[config.mk]
export PLATFORM = sky130hd
export DESIGN_NAME = memory_access_arbiter
export DESIGN_NICKNAME = d
export VERILOG_FILES = /design/src/rtl/memory_access_arbiter.sv
export SDC_FILE = /design/constraint.sdc
export NUM_CORES = 1
export LEC_CHECK = 0
export ABC_AREA = 0
export CAP_MARGIN = 20
export CORE_MARGIN = 1
export CORE_UTILIZATION = 30
export CTS_BUF_LIST = sky130_fd_sc_hd__clkbuf_8
export CTS_CLUSTER_SIZE = 40
export DETAILED_ROUTE_END_ITERATION = 8
export HOLD_SLACK_MARGIN = 0.15
export PLACE_DENSITY = 0.71
export SKIP_LAST_GASP = 1
export SLEW_MARGIN = 10
export SYNTH_ARGS = -nofsm -noshare
export SYNTH_HDL_FRONTEND = slang
export SYNTH_SLANG_ARGS = --single-unit
[constraint.sdc]
create_clock -name clk -period 1.63 [get_ports clk]
set_input_delay 0.326 -clock clk [delete_from_list [all_inputs] [get_ports clk]]
set_output_delay 0.326 -clock clk [all_outputs]
set_load 0.02 [all_outputs]
[src/rtl/memory_access_arbiter.sv]
`default_nettype none
`timescale 1ns/1ps
// +--------------------------------------------------------------------------+
// | memory_access_arbiter                                                    |
// | Shares one variable-latency memory port between fetch and data stages.   |
// | Revision: 1.0                                                            |
// +--------------------------------------------------------------------------+
module memory_access_arbiter #(
  parameter int ADDR_WIDTH   = 32,
  parameter int DATA_WIDTH   = 32,
  parameter int STARVE_LIMIT = 4
) (
  input  logic                  clk,
  input  logic                  rst,
  input  logic                  fetchReq,
  input  logic [ADDR_WIDTH-1:0] fetchAddress,
  output logic [DATA_WIDTH-1:0] fetchInstruction,
  output logic                  fetchValid,
  output logic                  fetchStall,
  input  logic                  dataRead,
  input  logic                  dataWrite,
  input  logic [ADDR_WIDTH-1:0] dataAddress,
  input  logic [DATA_WIDTH-1:0] dataWriteData,
  output logic [DATA_WIDTH-1:0] dataReadData,
  output logic                  dataValid,
  output logic                  dataStall,
  output logic                  memEnable,
  output logic                  memWriteEnable,
  output logic [ADDR_WIDTH-1:0] memAddress,
  output logic [DATA_WIDTH-1:0] memWriteData,
  input  logic [DATA_WIDTH-1:0] memReadData,
  input  logic                  memReady
);

  localparam int                c_CW    = (STARVE_LIMIT < 1) ? 1 : $clog2(STARVE_LIMIT + 1);
  localparam logic [c_CW-1:0]   c_LIMIT = c_CW'(STARVE_LIMIT);

  typedef enum logic [1:0] {
    IDLE  = 2'd0,
    DATA  = 2'd1,
    FETCH = 2'd2
  } state_t;

  state_t                r_state, w_stateNext;
  logic [c_CW-1:0]       r_starveCount, w_starveNext;
  logic                  r_memEnable, w_memEnableNext;
  logic                  r_memWriteEnable, w_memWriteEnableNext;
  logic [ADDR_WIDTH-1:0] r_memAddress, w_memAddressNext;
  logic [DATA_WIDTH-1:0] r_memWriteData, w_memWriteDataNext;

  logic w_dataReq;
  logic w_forceFetch;

  assign w_dataReq    = dataRead | dataWrite;
  assign w_forceFetch = fetchReq & (r_starveCount == c_LIMIT);

  always_ff @(posedge clk or negedge rst) begin
    if (!rst) begin
      r_state          <= IDLE;
      r_starveCount    <= '0;
      r_memEnable      <= 1'b0;
      r_memWriteEnable <= 1'b0;
      r_memAddress     <= '0;
      r_memWriteData   <= '0;
    end else begin
      r_state          <= w_stateNext;
      r_starveCount    <= w_starveNext;
      r_memEnable      <= w_memEnableNext;
      r_memWriteEnable <= w_memWriteEnableNext;
      r_memAddress     <= w_memAddressNext;
      r_memWriteData   <= w_memWriteDataNext;
    end
  end

  always_comb begin
    w_stateNext          = r_state;
    w_starveNext         = r_starveCount;
    w_memEnableNext      = r_memEnable;
    w_memWriteEnableNext = r_memWriteEnable;
    w_memAddressNext     = r_memAddress;
    w_memWriteDataNext   = r_memWriteData;
    case (r_state)
      IDLE: begin
        if (w_dataReq && !w_forceFetch) begin
          w_stateNext          = DATA;
          w_memEnableNext      = 1'b1;
          w_memWriteEnableNext = dataWrite;
          w_memAddressNext     = dataAddress;
          w_memWriteDataNext   = dataWriteData;
          // Only grants that make a waiting fetch wait longer count toward starvation
          if (!fetchReq)
            w_starveNext = '0;
          else if (r_starveCount != c_LIMIT)
            w_starveNext = r_starveCount + c_CW'(1);
        end else if (fetchReq) begin
          w_stateNext          = FETCH;
          w_memEnableNext      = 1'b1;
          w_memWriteEnableNext = 1'b0;
          w_memAddressNext     = fetchAddress;
          w_starveNext         = '0;
        end else begin
          w_starveNext = '0;
        end
      end
      DATA, FETCH: begin
        if (memReady) begin
          w_stateNext          = IDLE;
          w_memEnableNext      = 1'b0;
          w_memWriteEnableNext = 1'b0;
        end
      end
      default: begin
        w_stateNext          = IDLE;
        w_memEnableNext      = 1'b0;
        w_memWriteEnableNext = 1'b0;
      end
    endcase
  end

  assign dataValid        = (r_state == DATA) & memReady;
  assign fetchValid       = (r_state == FETCH) & memReady;
  assign dataReadData     = memReadData;
  assign fetchInstruction = memReadData;
  assign dataStall        = w_dataReq & ~dataValid;
  assign fetchStall       = fetchReq & ~fetchValid;

  assign memEnable      = r_memEnable;
  assign memWriteEnable = r_memWriteEnable;
  assign memAddress     = r_memAddress;
  assign memWriteData   = r_memWriteData;

endmodule
`default_nettype wire

==> run metrics <==
outcome finished with violations; failing checks setup timing; Sink Count 71; P_sw 0.004043 W; GRT Overall Usage 17.66%; VDD IR max 0.8957 mV; Tcrit/Tclk final 105.1%; first-pass GRT wire length 17.19 mm; Die Ht 114.7 µm; vias in the first global route 3108; crit path time final 1713 ps; setup ws final -83.10 ps; CTS H-tree lvls 3; Post-Syn Area 3812 µm²; fmax 0.5837 GHz; clk slew on worst S/H paths 80 ps; met2 Resource Use GR 30.83%; grt peak-use layer met2; number of diodes 0; Gate Count Post-Synth 326; largest cells by area after synthesis dfrtp_1, buf_4, mux2_4; clk_lat worst skew 360 ps; GPL Wtd Cong 0.7303; GRT overflow 0; 1st-iter DRT viols 64; CTS tree built; Seq pwr share 30.5%; power per cell area 1858 nW/µm²; share of layout cells above drive strength 1 21.63%; Fin Hold WS 478.3 ps; syn_area_per_cell 11.69 µm²; Worst Setup End Kind primary output; post-synth net total 465; Netlist cell types 33; GR Util met3 6.537%; worst slack, placed -379.8 ps; Die ar. 13160 µm²; post-synthesis register bit count 71; CTS buffer count 9; post-route ant nets 0; core area 12210 µm²; Pleak 2.426 nW; met1 usage 19.63%; synth warn 0; final setup vio count 3; Starting Density 31.22%; min-delay worst type reg2reg; Critical Path RT 1300 ps; cell taking the most area after synthesis dfrtp_1; Critical Path Source Type register; initial antenna violation count 0; num rows 40; RSZ-0062 raised after global routing yes; routed vias/inst 4.742; Vias 2945; Rel. slew slack 74.56%; DR pass1 iterations 4; Hold Vio Cnt, Final 0; sequential share of the synthesized area 46.60%; CTS max path bufs 2; DRT Wirelength 11.54 mm; area delta synth->final 46.73%; Max Slew Vio Count 0; slew at the pin closest to its max-slew limit 381.6 ps; number of max-cap violations 0; dpl hpwl 8.742 mm; Die Wd 114.7 µm; largest net degree at the start of global routing 72; WP data arrival 1390 ps; crit path max fanout 2; I/O pin cnt 268; clk_skew 11.75 ps; # nets final 587; Comb power frac 55.9%; CTS Root Cell clkbuf_8; P_int 0.006348 W; DRC Markers 0; clock power share 13.6%; WS Path Type reg2out; Post-CTS Setup Inserts 0; wire length per cell 18.58 µm; Synth top area share 46.60%; IO buf count 171; switching share of power 38.91%
## layout make-up
| class | count | area (µm²) |
|---|---|---|
| clock buffer | 10 | 137.6 |
| clock inverter | 6 | 60.06 |
| fill | 1199 | 6618 |
| inverter | 5 | 21.27 |
| multi-input combinational | 162 | 1461 |
| sequential | 71 | 1777 |
| tap | 168 | 210.2 |
| timing repair buffer | 199 | 1927 |
## power groups by stage
stage / combinational [W] / clock, W / sequential [W]
after global routing: 0.00617 / 0.00157 / 0.00330
after detailed placement: 0.00633 / 0 / 0.00320
after floorplan: 0.00268 / 0 / 0.00418
after CTS: 0.00582 / 0.00147 / 0.00318
after global placement: 0.00624 / 0 / 0.00320
final: 0.00581 / 0.00141 / 0.00317
## synthesized netlist by cell type, drive strengths merged
library cell,n
a32o,1
nand2b,2
clkbuf,7
and2,2
mux2i,1
nand3b,1
dfrtp,71
buf,81
a31oi,32
o31ai,1
nand4,1
o22ai,2
or2,1
nand2,3
and3,1
o21a,2
nor2b,2
mux2,32
ha,5
a21o,1
a22o,1
nor2,2
o2bb2ai,1
inv,5
a2bb2oi,32
nand3,3
o21ai,33
## path summary, 6_finish.rpt
path                                          endpoint  cells past startpoint                    from  slack [ps]
max                                          dataStall                      5  r_state[0]$_DFFE_PN0P_         -80
max in group asynchronous   memAddress[15]$_DFFE_PN0P_                      3                     rst         810
max reg2reg                 memAddress[24]$_DFFE_PN0P_                      8  r_state[1]$_DFFE_PN0P_          30
min                              memEnable$_DFFE_PN0P_                      1   memEnable$_DFFE_PN0P_         480
min in group asynchronous  memWriteData[3]$_DFFE_PN0P_                      3                     rst         520
min reg2reg                      memEnable$_DFFE_PN0P_                      1   memEnable$_DFFE_PN0P_         480
## stage by stage
stage	std cells	instance area, µm²	power [W]	setup TNS [ps]	utilization, %
final	621	5594	0.01039	-193.0	45.81
after CTS	621	5560	0.01047	-1815	45.53
after global routing	621	5594	0.01104	-1052	45.81
after floorplan	326	3812	0.006854	0	-
after detailed placement	604	5390	0.009535	-20930	44.14
after global placement	604	5390	0.009443	-17840	44.14
## flip-flops by register name, indices dropped and copies added, names as in the netlist
signal and flops:
memWriteData 32, r_state 2, memWriteEnable 1, memAddress 32
memEnable 1, r_starveCount 3
## layout by cell type (no fill, tap or decap), types with 2 or more instances in the layout
master	synthesis	routed
mux2_4	29	29
dfrtp_1	71	71
a31oi_1	32	31
dlygate4sd2_1	0	66
clkbuf_8	0	10
inv_1	5	4
nand2b_1	2	2
nand3_4	2	2
o21ai_0	32	31
nor2b_1	2	2
buf_6	4	6
buf_12	0	6
nand2_1	3	3
buf_4	65	20
nor2_4	0	2
and2_4	0	2
mux2_2	3	3
o22ai_1	2	2
ha_2	0	3
a2bb2oi_1	32	31
clkinv_2	0	2
clkdlybuf4s50_1	0	100
## per-layer routing
metal	part of all wire [%]	vias to the layer above
met5	0	-
met4	1.9	0
met3	9.5	19
met2	49	188
met1	39	1371
li1	-	1367
## critical path, stage by stage (launching register included)
cell	delay (ps)
dfrtp_1	400
buf_6	130
ha_4	140
and2_4	140
nor2_4	90
buf_6	130
## cells by family (layout without fill, tap and decap cells)
group / count (synthesis) / count (layout) / share of synthesized area [%]
compound gates: 106 / 106 / 19.23
buf+inv: 93 / 220 / 16.67
flops: 71 / 71 / 46.60
mux: 33 / 33 / 12.57
simple gates: 18 / 18 / 3.282
fa+ha+maj: 5 / 5 / 1.641
## repair_timing
action,in CTS,in global routing
gates resized for setup,90,10
hold endpoints to repair,71,0
hold buffers,1,0
endpoints found under the setup margin,102,70
pin swaps,3,0
(Power assumes the default switching activity.)
